### src/rtl/riscv_lsu.sv
`default_nettype none
// +----------------------------------------------------------------------------+
// | Module      : riscv_lsu                                                    |
// | Description : Single-outstanding load/store unit with lane steering,       |
// |               sign/zero extension, misalignment and bus-timeout reporting. |
// | Revision    : 1.0                                                          |
// +----------------------------------------------------------------------------+
module riscv_lsu #(
  parameter int          WORD_LENGTH    = 32,
  parameter int unsigned TIMEOUT_CYCLES = 255
) (
  input  logic                   clk,
  input  logic                   rst,
  input  logic                   i_in_valid,
  output logic                   o_in_ready,
  input  logic                   i_is_store,
  input  logic [2:0]             i_mem_funct3,
  input  logic [WORD_LENGTH-1:0] i_addr,
  input  logic [WORD_LENGTH-1:0] i_store_data,
  input  logic [4:0]             i_rd,
  output logic                   o_dmem_req,
  output logic                   o_dmem_we,
  output logic [WORD_LENGTH-1:0] o_dmem_addr,
  output logic [3:0]             o_dmem_wstrb,
  output logic [WORD_LENGTH-1:0] o_dmem_wdata,
  input  logic                   i_dmem_gnt,
  input  logic                   i_dmem_rvalid,
  input  logic [WORD_LENGTH-1:0] i_dmem_rdata,
  output logic                   o_wb_valid,
  output logic                   o_wb_we,
  output logic [4:0]             o_wb_rd,
  output logic [WORD_LENGTH-1:0] o_wb_data,
  output logic                   o_misalign_exc,
  output logic                   o_bus_err,
  output logic [WORD_LENGTH-1:0] o_exc_addr
);

  localparam logic [2:0]  c_F3_B    = 3'b000;
  localparam logic [2:0]  c_F3_H    = 3'b001;
  localparam logic [2:0]  c_F3_W    = 3'b010;
  localparam logic [2:0]  c_F3_BU   = 3'b100;
  localparam logic [2:0]  c_F3_HU   = 3'b101;
  localparam logic [31:0] c_TIMEOUT = TIMEOUT_CYCLES;

  typedef enum logic [2:0] {
    S_IDLE = 3'd0,
    S_REQ  = 3'd1,
    S_WAIT = 3'd2,
    S_DONE = 3'd3,
    S_EXC  = 3'd4,
    S_ERR  = 3'd5
  } state_t;

  state_t                 r_state;
  state_t                 w_next;
  logic                   r_is_store;
  logic [2:0]             r_funct3;
  logic [WORD_LENGTH-1:0] r_addr;
  logic [WORD_LENGTH-1:0] r_sdata;
  logic [4:0]             r_rd;
  logic [31:0]            r_cnt;
  logic [WORD_LENGTH-1:0] r_ld_data;

  logic                   w_misalign;
  logic [3:0]             w_wstrb;
  logic [WORD_LENGTH-1:0] w_wdata;
  logic [WORD_LENGTH-1:0] w_shift;
  logic [WORD_LENGTH-1:0] w_ld_ext;

  // Reserved encodings and stores with unsigned widths fold into the misaligned path.
  always_comb begin
    w_misalign = 1'b1;
    case (i_mem_funct3)
      c_F3_B:  w_misalign = 1'b0;
      c_F3_H:  w_misalign = i_addr[0];
      c_F3_W:  w_misalign = |i_addr[1:0];
      c_F3_BU: w_misalign = i_is_store;
      c_F3_HU: w_misalign = i_is_store | i_addr[0];
      default: w_misalign = 1'b1;
    endcase
  end

  always_comb begin
    w_wstrb = 4'b0000;
    w_wdata = '0;
    case (r_funct3[1:0])
      2'b00: begin
        w_wstrb = 4'b0001 << r_addr[1:0];
        w_wdata = {(WORD_LENGTH/8){r_sdata[7:0]}};
      end
      2'b01: begin
        w_wstrb = r_addr[1] ? 4'b1100 : 4'b0011;
        w_wdata = {(WORD_LENGTH/16){r_sdata[15:0]}};
      end
      default: begin
        w_wstrb = 4'b1111;
        w_wdata = r_sdata;
      end
    endcase
  end

  always_comb begin
    w_shift  = i_dmem_rdata >> {r_addr[1:0], 3'b000};
    w_ld_ext = i_dmem_rdata;
    case (r_funct3)
      c_F3_B:  w_ld_ext = {{(WORD_LENGTH-8){w_shift[7]}}, w_shift[7:0]};
      c_F3_H:  w_ld_ext = {{(WORD_LENGTH-16){w_shift[15]}}, w_shift[15:0]};
      c_F3_BU: w_ld_ext = {{(WORD_LENGTH-8){1'b0}}, w_shift[7:0]};
      c_F3_HU: w_ld_ext = {{(WORD_LENGTH-16){1'b0}}, w_shift[15:0]};
      default: w_ld_ext = i_dmem_rdata;
    endcase
  end

  always_comb begin
    w_next = r_state;
    case (r_state)
      S_IDLE: if (i_in_valid) w_next = w_misalign ? S_EXC : S_REQ;
      S_REQ:  if (i_dmem_gnt) w_next = r_is_store ? S_DONE : S_WAIT;
      S_WAIT: begin
        if (i_dmem_rvalid)                                    w_next = S_DONE;
        else if ((c_TIMEOUT != 32'd0) && (r_cnt == c_TIMEOUT - 32'd1)) w_next = S_ERR;
      end
      S_DONE, S_EXC, S_ERR: w_next = S_IDLE;
      default: w_next = S_IDLE;
    endcase
  end

  always_ff @(posedge clk) begin
    if (rst) begin
      r_state    <= S_IDLE;
      r_is_store <= 1'b0;
      r_funct3   <= 3'b000;
      r_addr     <= '0;
      r_sdata    <= '0;
      r_rd       <= 5'd0;
      r_cnt      <= 32'd0;
      r_ld_data  <= '0;
    end else begin
      r_state <= w_next;
      if (r_state == S_IDLE && i_in_valid) begin
        r_is_store <= i_is_store;
        r_funct3   <= i_mem_funct3;
        r_addr     <= i_addr;
        r_sdata    <= i_store_data;
        r_rd       <= i_rd;
      end
      r_cnt <= (r_state == S_WAIT) ? r_cnt + 32'd1 : 32'd0;
      if (r_state == S_WAIT && i_dmem_rvalid) r_ld_data <= w_ld_ext;
    end
  end

  always_comb begin
    o_in_ready     = (r_state == S_IDLE);
    o_dmem_req     = 1'b0;
    o_dmem_we      = 1'b0;
    o_dmem_addr    = '0;
    o_dmem_wstrb   = 4'b0000;
    o_dmem_wdata   = '0;
    o_wb_valid     = 1'b0;
    o_wb_we        = 1'b0;
    o_wb_rd        = 5'd0;
    o_wb_data      = '0;
    o_misalign_exc = 1'b0;
    o_bus_err      = 1'b0;
    o_exc_addr     = '0;
    case (r_state)
      S_REQ: begin
        o_dmem_req  = 1'b1;
        o_dmem_we   = r_is_store;
        o_dmem_addr = {r_addr[WORD_LENGTH-1:2], 2'b00};
        if (r_is_store) begin
          o_dmem_wstrb = w_wstrb;
          o_dmem_wdata = w_wdata;
        end
      end
      S_DONE: begin
        o_wb_valid = 1'b1;
        o_wb_rd    = r_rd;
        if (!r_is_store) begin
          o_wb_we   = (r_rd != 5'd0);
          o_wb_data = r_ld_data;
        end
      end
      S_EXC: begin
        o_misalign_exc = 1'b1;
        o_exc_addr     = r_addr;
      end
      S_ERR: begin
        o_bus_err  = 1'b1;
        o_exc_addr = r_addr;
      end
      default: ;
    endcase
  end

endmodule
`default_nettype wire

### config.mk
export PLATFORM = sky130hd
export DESIGN_NAME = riscv_lsu
export DESIGN_NICKNAME = d
export VERILOG_FILES = /design/src/rtl/riscv_lsu.sv
export SDC_FILE = /design/constraint.sdc
export NUM_CORES = 1
export LEC_CHECK = 0
export CAP_MARGIN = 25
export CORE_ASPECT_RATIO = 1.2
export CORE_MARGIN = 2
export CORE_UTILIZATION = 35
export CTS_BUF_LIST = sky130_fd_sc_hd__clkbuf_2
export CTS_CLUSTER_SIZE = 25
export DETAILED_ROUTE_END_ITERATION = 7
export PLACE_DENSITY = 0.66
export SLEW_MARGIN = 20
export SYNTH_ARGS = -nofsm -noshare
export SYNTH_HDL_FRONTEND = slang
export SYNTH_SLANG_ARGS = --single-unit
### constraint.sdc
create_clock -name clk -period 1.6 [get_ports clk]
set_clock_uncertainty 0.05 [all_clocks]
set_input_delay 0.16 -clock clk [delete_from_list [all_inputs] [get_ports clk]]
set_output_delay 0.16 -clock clk [all_outputs]
set_load 0.1 [all_outputs]
# Word level (Yosys, flattened, before mapping)
# Cells that the tools add are included.
# word_totals
latchBits	0
regBits	140
mem_count	0
output_inout_bits	144
ram_bits	0
mem_bits_ro	0
# op_classes
n_eq_ne	17
shifts	2
add_sub_neg	1
n_lt_le_gt_ge	0
n_reduce_logical	11
n_mux	28
div_mod_pow	0
bitwise_logic	2
multipliers	0
# op_table
cell	count
32-bit 2-to-1 mux	6
32-bit one-hot mux with 4 select lines	1
32-bit one-hot mux with 2 select lines	1
32-bit by 1-bit adder with 32-bit output, second input constant	1
32-bit by 8-bit equality test with 1-bit output, second input constant	1
32-bit by 5-bit >> shifter with 16-bit output	1
3-bit equality test, second input constant	6
3-bit 2-to-1 mux	5
4-bit 2-to-1 mux	3
3-bit by 1-bit equality test with 1-bit output, second input constant	3
3-bit by 2-bit equality test with 1-bit output, second input constant	3
3-bit logical NOT	3
3-bit one-hot mux with 3 select lines	1
1-bit 2-to-1 mux	8
4-bit one-hot mux with 2 select lines	1
2-bit OR reduction	3
5-bit 2-to-1 mux	1
1-bit one-hot mux with 5 select lines	1
5-bit nonzero test	1
2-bit != test, second input constant	2
1-bit by 2-bit << shifter with 4-bit output, first input constant	1
3-bit != test, second input constant	1
3-bit AND reduction	1
2-bit by 1-bit equality test with 1-bit output, second input constant	1
other kinds (4)	5

# Logic depth before layout (Yosys ltp)
# depth
depth_word	5
depth_mapped	8
depth_no_buf	6

# Worst setup path before layout
# Ideal clock, no wire load.
# synth_path
path_type	register -> output
startpoint	reg r_state[2]
endpoint	out o_dmem_wstrb[1]
n_path_buf	3
slack_ns	-1.662
path_stages_with_launch	8
arrival_time_ns	3.052
path_cell_list	dfxtp_1 buf_4 nor2_2 and2_1 buf_2 nand2_1 clkbuf_1 a21oi_1
# synth_via
elab_chain_len	2
# synth_rtl
element	line_no	rtl
start: declaration	54	state_t r_state;
start signal: assignment	139	r_state <= w_next;
3-bit by 1-bit equality test with 1-bit output	166	case (r_state)
4-bit 2-to-1 mux	166	
end: declaration	24	output logic [3:0] o_dmem_wstrb,
# No other way between the ends.

# Final worst setup path
# layout_path
startpoint	reg r_state[2]
endpoint	out o_wb_data[17]
# layout_via
elab_chain_len	2
# layout_rtl
element	line_no	rtl
3-bit by 2-bit equality test with 1-bit output	166	
32-bit 2-to-1 mux	166	
end: declaration	32	output logic [WORD_LENGTH-1:0] o_wb_data,
# No other way between the ends.

==> results.md <==
* Run status: finished with violations
* Failing checks: setup timing
* Worst Path Arrival at 2180 ps
* DRC at 0
* Total CTS buffers at 17
* Post-synthesis average cell area at 7.502 sq um
* Layout area overhead at 106.2%
* Nets@finish at roughly 1500
* Total power at ~11 mW
* Vias per cell at 5.410
* CTS tree: built
* Die width at 137.7 microns
* FFs w/ async S/R, synth at 0
* Met1 GRT Util at 0.3137
* Register bit total from synthesis at 140
* Crit-path cells: and3b_1 -> and2b_4 -> buf_12 -> and2_4 -> buf_12
* Vias in the first global route at 9121
* Cell area after synthesis at 0.007510 sq mm
* Final Slew Violations at 0
* Multi-input gate area at 0.005461 sq mm
* Largest family of logic cells by synthesized area: simple AND/OR/NAND/NOR gates
* Reg2reg path depth at 10
* Origin of the critical flop-to-flop path: r_state[0]
* Largest net degree at the start of global routing at 112
* Maximum root-to-sink buffer count at 2
* Origin of the worst min-delay path: i_dmem_rdata[3]
* Most used routing layer: met2
* Synth Area in Adders at 0.003332
* Initial antenna violation count at 1
* Data required time of the worst path at roughly 1400 ps
* Fillers at around 1400
* Worst setup margin at -794.1 ps
* Max FO, Critical Path at 16
* Htree depth at 4
* Worst setup SP type: register
* Clk root buf: clkbuf_2
* GPL Wtd Cong at between 0.8 and 0.9
* Routing usage on met3 at 0.07366
* Most used flip-flop cell after synthesis: dfxtp_1
* Synthesized instance count at 1001
* Mux share of post-synthesis cell area at 0.04082
* Post-synth top area share at 0.3732
* Clk_lat worst skew at roughly 770 ps
* Simple-Gate Fraction of Synth Area at 0.3144
* DIE HEIGHT at 164.5 microns
* WL final at between 30000 and 40000 microns
* Drt initial violations at around 540
* Clock transition at path regs at 220 ps
* Tmin final at 2394 ps
* EDFF count, synth at 0
* First-pass GRT wire length at about 48000 microns
* Final Setup Violations at ~280
* Grt met2 use at 0.4711
* Cell variety after synth at between 50 and 60
* Layout Utilization at 0.7359
* R2r endpoint: r_addr[21]
* HP Class: in -> reg
* XOR/XNOR Fraction of Synth Area at 0.01283
* Die ar. at ~0.023 sq mm
* Power per cell area at slightly above 700 mW/mm^2
* Storage cell area at 0.002836 sq mm
* Crit end category: primary output
* First-pass DRT Iterations at 5
* DR WL/cell at 19.73 microns
* Max stage delay on crit path at 410 ps
* Ys Warns at 0
* Largest cells by area after synthesis: dfxtp_1 (37%), nand2_1 (9.6%), a21oi_1 (8.9%)
* Total gr overflow at 0
* Buffers on Ports at 251
* Sequential area share after synthesis at 0.3732
* Maximum VDD drop at 0.0005181 V
* Post-synth top area cell: dfxtp_1
* Period utilization at 1.496
* Maximum Capacitance Violations at 0
* FMAX at 417.7 MHz
* Core area at about 0.021 sq mm
* Crit path top cell by count: buf_12
* Total GRT Usage at 0.2747
* P_leak at 5.814 nW
* # clock sinks at 140
* RSZ-0062 raised after global routing: yes
* Crit path max-delay cell type: dfxtp_4
* Dpl hpwl at 19770 microns
* Detail Route Antenna Nets at 0
* Top-Level Pins at between 200 and 300
* Initial Utilization at 0.3568
* Post-synthesis compound-gate area fraction at 0.1904
* Worst hold path endpoint: r_ld_data[3]
* R2r setup slk at -330 ps
* Hold path depth at 3
* Least-Margin Pin Slew at 667.2 ps
* Vias at approximately 9200
* # rows at 58
* Layout cell share with drive strength beyond 1 at 0.4182
* Type of the worst setup path: reg -> out
* Final number of hold-violating endpoints at 0
* Max-slew headroom at 0.5552
-- power by group --
| part | internal [mW] | switching (mW) | total [mW] |
|---|---|---|---|
| Combinational | 2.24 | 2.65 | 4.90 |
| Clock | 0.625 | 1.59 | 2.21 |
| Sequential | 3.84 | 0.308 | 4.15 |
-- Yosys cell counts, types with 2 or more instances --
cell type	instances
buf_4	5
mux2i_1	25
nand4_2	2
nand2_1	193
and4_1	5
o2bb2ai_1	8
and4_4	2
nand3_1	11
o21ai_1	10
o311ai_1	4
a31oi_1	3
buf_2	24
clkbuf_1	57
or4_1	7
o41ai_1	15
o311ai_0	4
inv_1	26
xnor2_1	2
o21ai_0	37
nand4_1	6
o221ai_1	7
nand2b_1	10
or3_1	4
a21oi_1	134
o21a_1	3
and2_1	90
nor3_1	3
and3_1	42
dfxtp_1	140
a2bb2oi_1	7
xor2_1	9
nand3b_1	9
nor2_1	56
nor4_1	6
nor2b_1	5
o31ai_1	6
ha_1	2
-- what timing repair did --
action,CTS,global route
gates resized for setup,168,112
gates cloned,10,9
pin swaps,40,19
hold buffers,80,1
endpoints found under the hold margin,119,1
buffers inserted,31,13
endpoints found under the setup margin,187,278
-- metal layers --
layer  part of all wire  wire [microns]  vias to the layer above
li1                   -               -                     4260
met1               0.37           12290                     4384
met2               0.51           17060                      423
met3              0.075            2524                      108
met4              0.048            1591                        0
met5                  0               0                        -
-- final cells by class --
class | instances | area share
clock buffers | 17 | 0.005494
diodes | 1 | 0.0001616
flip-flops and latches | 140 | 0.1831
repair buffers | 479 | 0.4201
inverters | 26 | 0.006786
well taps | 270 | 0.02181
clock inverters | 15 | 0.009856
multi-input cells | 748 | 0.3526
-- cell families after synthesis --
kind of cell             after synthesis
AND/OR/NAND/NOR                      462
AO/OA/AOI/OAI                        243
flip-flops                           140
buffers and inverters                114
multiplexers                          28
XOR/XNOR                              11
adder cells (fa/ha/maj)                2
other                                  1
-- through the flow --
stage / setup WS, ps / setup TNS [ps] / instance area [sq um] / hold slack (ps) / cells
after CTS: -779.2 / -105080 / 14940 / 9.884 / 1682
after global routing: -900.8 / -146480 / 15490 / 3.395 / 1696
after floorplan: -385.4 / -18030 / 8158 / 246.0 / 1002
final: -794.1 / -124250 / 15490 / 50.85 / 1696
after detailed placement: -321.6 / -7907 / 12840 / 395.1 / 1529
after global placement: -285.5 / -5331 / 12840 / 388.5 / 1529
-- sequential cells by signal (all words and copies together), names as in the netlist --
register / flops
r_is_store: 1
r_funct3: 3
r_addr: 32
r_sdata: 32
r_ld_data: 32
r_rd: 5
r_state: 3
r_cnt: 32
-- worst max path at each step --
stage                     startpoint               end  slack [ps]  cells past startpoint
floorplan                 r_state[2]  o_dmem_wdata[24]        -390                      8
global placement     i_dmem_rdata[7]     r_ld_data[15]        -290                      5
detailed placement  i_dmem_rdata[31]      r_ld_data[9]        -320                      5
CTS                       r_state[2]     o_wb_data[17]        -780                      5
global route              r_state[2]     o_wb_data[17]        -900                      5
finish                    r_state[2]     o_wb_data[17]        -790                      5
-- worst max-delay path: cells and delay by family, from the launching register on --
kind	cells	cell delay, ps
simple gates	3	680
flops	1	410
buf+inv	2	330
-- layout by cell type (no fill, tap or decap), types with 29 or more instances in the layout --
cell type,count
nand2_1,182
buf_12,166
dfxtp_1,123
clkdlybuf4s50_1,108
buf_4,84
a21oi_1,83
dlygate4sd3_1,81
and2_4,72
a21oi_2,41
and3_4,38
o21ai_0,30
nor2_4,29
(Power assumes the default switching activity.)
